===== src/rtl/stream_rr_arbiter.sv =====
// Per-master-port packet arbiter for a stream crossbar: picks one eligible slave
// in round-robin (optionally weighted) order and holds it until the last beat.
module stream_rr_arbiter #(
  parameter int S_DATA_COUNT = 2,
  parameter int M_DATA_COUNT = 3,
  parameter int PORT_ID      = 0,
  parameter int ARB_MODE     = 0,
  parameter int WEIGHT_WIDTH = 4,
  localparam int ID_W   = (S_DATA_COUNT > 1) ? $clog2(S_DATA_COUNT) : 1,
  localparam int DEST_W = (M_DATA_COUNT > 1) ? $clog2(M_DATA_COUNT) : 1
) (
  input  logic                             clk,
  input  logic                             rst,
  input  logic [S_DATA_COUNT-1:0]          s_valid_i,
  input  logic [S_DATA_COUNT*DEST_W-1:0]   s_dest_i,
  input  logic [S_DATA_COUNT-1:0]          s_last_i,
  output logic [S_DATA_COUNT-1:0]          s_ready_o,
  input  logic [S_DATA_COUNT*WEIGHT_WIDTH-1:0] weight_i,
  input  logic                             m_ready_i,
  output logic                             m_valid_o,
  output logic                             m_last_o,
  output logic [ID_W-1:0]                  grant_o,
  output logic                             grant_valid_o
);

  typedef enum logic {IDLE, BUSY} state_t;

  state_t                  state_q, state_d;
  logic [ID_W-1:0]         grant_q, grant_d;
  logic [ID_W-1:0]         ptr_q, ptr_d;
  logic [WEIGHT_WIDTH-1:0] cnt_q, cnt_d;

  logic [S_DATA_COUNT-1:0] elig;
  logic [WEIGHT_WIDTH-1:0] weight_arr [S_DATA_COUNT];

  generate
    for (genvar gi = 0; gi < S_DATA_COUNT; gi++) begin : g_slave
      assign elig[gi]       = s_valid_i[gi] &&
                              (s_dest_i[gi*DEST_W +: DEST_W] == DEST_W'(PORT_ID));
      assign weight_arr[gi] = weight_i[gi*WEIGHT_WIDTH +: WEIGHT_WIDTH];
    end
  endgenerate

  // Search from ptr upward with explicit wrap so non-power-of-2 counts never
  // produce an out-of-range index.
  logic            found;
  logic [ID_W-1:0] pick;
  logic [ID_W-1:0] cand;
  int              idx;

  always_comb begin
    found = 1'b0;
    pick  = '0;
    cand  = '0;
    idx   = 0;
    for (int k = 0; k < S_DATA_COUNT; k++) begin
      idx = int'(ptr_q) + k;
      if (idx >= S_DATA_COUNT) idx = idx - S_DATA_COUNT;
      cand = ID_W'(idx);
      if (!found && elig[cand]) begin
        found = 1'b1;
        pick  = cand;
      end
    end
  end

  logic                    beat, last_beat;
  logic [ID_W-1:0]         ptr_inc;
  logic [WEIGHT_WIDTH-1:0] w_eff;
  logic [WEIGHT_WIDTH:0]   cnt_plus;

  assign beat      = (state_q == BUSY) && s_valid_i[grant_q] && m_ready_i;
  assign last_beat = beat && s_last_i[grant_q];
  assign ptr_inc   = (grant_q == ID_W'(S_DATA_COUNT - 1)) ? '0 : grant_q + ID_W'(1);
  assign w_eff     = (weight_arr[grant_q] == '0) ? WEIGHT_WIDTH'(1) : weight_arr[grant_q];
  assign cnt_plus  = {1'b0, cnt_q} + (WEIGHT_WIDTH+1)'(1);

  always_comb begin
    state_d = state_q;
    grant_d = grant_q;
    ptr_d   = ptr_q;
    cnt_d   = cnt_q;
    case (state_q)
      IDLE: begin
        if (found) begin
          state_d = BUSY;
          grant_d = pick;
          // A new slave starts its turn with a fresh credit count.
          if (pick != grant_q) cnt_d = '0;
        end
      end
      BUSY: begin
        if (last_beat) begin
          state_d = IDLE;
          if (ARB_MODE == 1) begin
            if (cnt_plus >= {1'b0, w_eff}) begin
              ptr_d = ptr_inc;
              cnt_d = '0;
            end else begin
              ptr_d = grant_q;
              cnt_d = cnt_plus[WEIGHT_WIDTH-1:0];
            end
          end else begin
            ptr_d = ptr_inc;
          end
        end
      end
      default: state_d = IDLE;
    endcase
  end

  always_ff @(posedge clk) begin
    if (rst) begin
      state_q <= IDLE;
      grant_q <= '0;
      ptr_q   <= '0;
      cnt_q   <= '0;
    end else begin
      state_q <= state_d;
      grant_q <= grant_d;
      ptr_q   <= ptr_d;
      cnt_q   <= cnt_d;
    end
  end

  // Handshake outputs are also gated by rst so nothing leaks before the first edge.
  always_comb begin
    s_ready_o     = '0;
    m_valid_o     = 1'b0;
    m_last_o      = 1'b0;
    grant_valid_o = 1'b0;
    grant_o       = grant_q;
    if (!rst && state_q == BUSY) begin
      s_ready_o[grant_q] = m_ready_i;
      m_valid_o          = s_valid_i[grant_q];
      m_last_o           = s_last_i[grant_q];
      grant_valid_o      = 1'b1;
    end
  end

endmodule

===== config.mk =====
export PLATFORM = sky130hd
export DESIGN_NAME = stream_rr_arbiter
export DESIGN_NICKNAME = d
export VERILOG_FILES = /design/src/rtl/stream_rr_arbiter.sv
export SDC_FILE = /design/constraint.sdc
export NUM_CORES = 1
export LEC_CHECK = 0
export CAP_MARGIN = 20
export CORE_AREA = 2 2 39 41
export DETAILED_ROUTE_END_ITERATION = 8
export DIE_AREA = 0 0 41 43
export SETUP_SLACK_MARGIN = 0.2
export SYNTH_ARGS = -nofsm -noshare
export SYNTH_HDL_FRONTEND = slang
export SYNTH_SLANG_ARGS = --single-unit

===== constraint.sdc =====
create_clock -name clk -period 1.99 [get_ports clk]
set_input_delay 0.2985 -clock clk [delete_from_list [all_inputs] [get_ports clk]]
set_output_delay 0.2985 -clock clk [all_outputs]
set_load 0.005 [all_outputs]

Yosys cells after proc, flatten, opt, wreduce, memory -nomap -nowiden

Index checks and enable logic that the tools add are counted.

Add/sub/neg operators: 4
$lt $le $gt $ge: 6
Multiplexer cells: 24
Bitwise gates (word level): 2
Reduce and logical (&&, ||, !) cells: 14

Operator list:

| cell                                                                   | count |
|---|---|
| 1-bit two-way mux                                                      | 21 |
| 1-bit logical AND                                                      | 8 |
| 1-bit by 2-bit < comparator with 1-bit output (second input constant)  | 3 |
| 2-bit zero test                                                        | 2 |
| 2-bit AND reduction                                                    | 2 |
| 1-bit by 1-bit adder with 2-bit output (second input constant)         | 1 |
| 2-bit bitwise AND                                                      | 1 |
| 1-bit by 2-bit >= comparator with 1-bit output (second input constant) | 1 |
| 2-bit >= comparator (second input constant)                            | 1 |
| 1-bit zero test                                                        | 2 |
| 2-bit two-way mux                                                      | 1 |
| 1-bit case mux with 2 select lines                                     | 1 |
| 1-bit subtractor (second input constant)                               | 2 |
| 1-bit adder (second input constant)                                    | 1 |
| 1-bit demux with 1-bit select                                          | 1 |
| 1-bit >= comparator (second input constant)                            | 1 |
| 1-bit inverter                                                         | 1 |

Bits in registers: 3
Bits of input ports: 19
Output and inout port bits: 6
Word-level logic and storage cells: 53

Logic depth before layout (Yosys ltp)

Depth in word-level cells: 10
Mapped depth: 4
Gate-level depth less buffers: 4

Least setup slack after synthesis

Ideal clock, no wire load.

Path type: flip-flop to output port
Start point: reg grant_q (netlist: grant_o)
End point: out m_valid_o
Arrival: 0.762 ns
Data required time: 1.691 ns
Setup slack: 0.930 ns
Cell stages (with the launch flop): 3
Buffers on the path: 0
Path through: dfxtp_1 > mux2i_1 > nor2_1

Cells in the longest elaborated chain, start to end: 3

Ends and longest elaborated chain:

| what                                                  | RTL line | text |
|---|---|---|
| start, declared                                       | 29       | `logic [ID_W-1:0] grant_q, grant_d;` |
| start signal, assigned                                | 120      | `grant_q <= grant_d;` |
| 1-bit two-way mux (implied by the code) (2 in series) | 135      | `m_valid_o = s_valid_i[grant_q];` |
| 1-bit two-way mux                                     | 133      | `if (!rst && state_q == BUSY) begin` |
| end, declared                                         | 20       | `output logic m_valid_o,` |

Every way passes these cells. The select of a mux whose other input is x is not followed.

Final worst setup path

Start point: in rst
End point: out s_ready_o[1]

Cells in the longest elaborated chain, start to end: 3

Ends and longest elaborated chain:

| what              | RTL line | text |
|---|---|---|
| start, declared   | 13       | `input logic rst,` |
| 1-bit zero test   | 133      |  |
| 1-bit logical AND | 133      |  |
| 2-bit two-way mux | 133      |  |
| end, declared     | 17       | `output logic [S_DATA_COUNT-1:0] s_ready_o,` |

Every way passes these cells.

==> out/results.tsv <==
stage	metric	value	unit
clocking	clockBufferDepth	2	
critical_path	crit_family	buffers and inverters	
run_status	status	complete, no violations	
sta	timing.hold.ws	0.441	ns
global_route	grt-ovfl-total	0	
clocking	h-tree-depth	1	
synthesis	synth_top_family_by_area	simple AND/OR/NAND/NOR gates	
power_and_ir_drop	switchingPower	0.0000508	W
drt	remaining_drc_errors	0	
floorplan	start_util	14.3	%
clocking	clock-sinks	3	
clocking	cts_resized	7	
sta	worstMarginPinSlew	0.259	ns
global_route	grt_first_pass_wirelength	910	um
critical_path	cp_slowest_cell	clkdlybuf4s50_1	
synthesis	synthMuxAreaShare	10.1	%
clocking	clk_pin_slew	0.04	ns
clocking	post_cts_buffers	0	
layout	final_cell_mix	clkdlybuf4s50_1, nor2_1, clkbuf_4, dlygate4sd2_1	
critical_path	crit_chain	dlygate4sd2_1 -> nand2b_4 -> inv_2 -> and3_2 -> clkdlybuf4s50_1	
synthesis	synth_top_area_share	30.4	%
floorplan	pin_count	25	
power_and_ir_drop	p_leak	0.191	nW
sta	fin_crit	1.69	ns
synthesis	synth_compound_area_share	18.4	%
critical_path	worstSetupEndpointType	output port	
critical_path	max_stage_delay	0.48	ns
floorplan	fp.dieH	43	um
drt	drt_iter0_drc	4	
layout	final_common_cell	clkdlybuf4s50_1	
drt	antenna_left	0	
layout	fin_nets	67	
sta	setup_viol	0	
placed_design	placed_area	385	um2
critical_path	path_max_fanout	3	
critical_path	cp.arrival	1.40	ns
sta	slew_viol_final	0	
placed_design	io_buffers	16	
sta	period_share	85.1	%
drt	via_count	264	
global_route	grt_max_degree	8	
drt	wl_per_cell	8.81	um
floorplan	fp.dieArea	1760	um2
global_route	track_usage	8.43	%
sta	fin_skew	0.00155	ns
synthesis	synth-xor-area-share	0	%
clocking	clock-root-buffer	clkbuf_4	
clocking	holdBufCountCts	0	
synthesis	synthAdderAreaFrac	0	%
synthesis	synth_top_cell_by_area	dfxtp_1	
sta	finalSetupTns	0	ns
sta	hold_viol	0	
drt	routed_wl	555	um
placed_design	gp_congestion	0.624	
power_and_ir_drop	power_density	521	nW/um2
synthesis	yosysSeqAreaShare	30.4	%
drt	via_per_inst	4.19	
synthesis	synth.distinct_cells	14	
synthesis	netlist_area	198	um2
synthesis	synth_nets	45	
layout	diodes	0	
worst_hold_path	hold_class	input port to flip-flop	
clocking	clock_latency	0.23	ns
floorplan	row_count	14	
power_and_ir_drop	peakVddDrop	0.000210	V
drt	dr.pass1.iters	2	
critical_path	worstSetupStartpointType	input port	
synthesis	synthTopCellsByArea	dfxtp_1, mux2i_1, nor2_1	
power_and_ir_drop	switching_share	22.8	%
synthesis	avgSynthCellArea	7.60	um2
global_route	grt_pass1_vias	234	
synthesis	ys_seq_elements	3	
critical_path	path_class	input port to output port	
layout	drive_gt1_share	21.3	%
power_and_ir_drop	p_seq_share	31.2	%
critical_path	crit_buf_inv	3	
layout	final_cell_area	427	um2
power_and_ir_drop	clkPwrFrac	47.1	%
global_route	antenna_found_initial	0	
synthesis	synthSimpleGateAreaFrac	37.3	%
synthesis	ys_warn_count	0	
power_and_ir_drop	p_total	0.000222	W
floorplan	die_w	41	um
clocking	cts_tree	built	
power_and_ir_drop	p_int	0.000172	W
sta	max_freq	590	MHz
sta	rsz0062_at_grt	false	
critical_path	required	1.69	ns
power_and_ir_drop	pwr-share-comb	21.7	%
floorplan	core	1380	um2
clocking	numCtsBuffers	3	
layout	syn2layout_area_growth	116	%
synthesis	synthCells	26	
sta	maxSlewHeadroom	82.7	%
run	maxCapViolCount	0	
[worst paths after layout]
check	start	to	slack (ns)	cells after the start
hold reg to reg	ptr_q	ptr_q	0.50	2
hold / removal	m_ready_i	ptr_q	0.44	3
setup reg to reg	grant_o	ptr_q	0.93	2
setup / recovery	rst	s_ready_o[1]	0.30	5
[sequential cells by signal, indices dropped and copies added, names as in the netlist]
register and count:
grant_o 1, ptr_q 1, state_q 1
[power by group through the flow]
stage | combinational [W] | sequential, W | clock, W
after floorplan | 0.0000152 | 0.0000677 | 0
after detailed placement | 0.0000487 | 0.0000688 | 0
after CTS | 0.0000493 | 0.0000691 | 0.000113
after global routing | 0.0000539 | 0.0000699 | 0.000123
after global placement | 0.0000486 | 0.0000687 | 0
final | 0.0000482 | 0.0000693 | 0.000105
[final cells by class]
class	instances	area (um2)
Sequential cell	3	62.6
Multi-Input combinational cell	21	141
Fill cell	160	957
Timing Repair Buffer	17	169
Inverter	2	7.51
Tap cell	16	20.0
Clock buffer	4	26.3
[worst reg2reg max path, stage by stage (launching register included)]
cell and delay, ns:
dfxtp_2 0.35, or3b_1 0.38, o32ai_1 0.24
[per-layer routing]
metal / global-route usage, % / routed length [um]
met5: 0 / 0
met4: 8.00 / 0
met3: 6.28 / 50
met2: 11.9 / 306
met1: 7.07 / 197
[cells in the mapped netlist]
master	n
nor2_1	5
dfxtp_1	3
inv_1	2
mux2i_1	2
nand2_1	2
nand2b_1	2
nor3_1	2
or3b_1	2
a21oi_1	1
a221oi_1	1
and3_2	1
o2111ai_1	1
o21ai_0	1
o32ai_1	1
[cell families after synthesis]
| family | Yosys count |
|---|---|
| muxes | 2 |
| and+or+nand+nor | 14 |
| DFF | 3 |
| buffers and inverters | 2 |
| AOI/OAI and AO/OA | 5 |
[per-stage QoR]
stage               util, %  setup slack (ns)  std cells
finish                 30.8             0.296         63
global placement       27.8            0.0347         59
floorplan                 -             0.930         26
detailed placement     27.8            0.0316         59
CTS                    30.4             0.222         63
global route           30.8             0.209         63
Note: power is estimated with default switching activity, not from simulation.
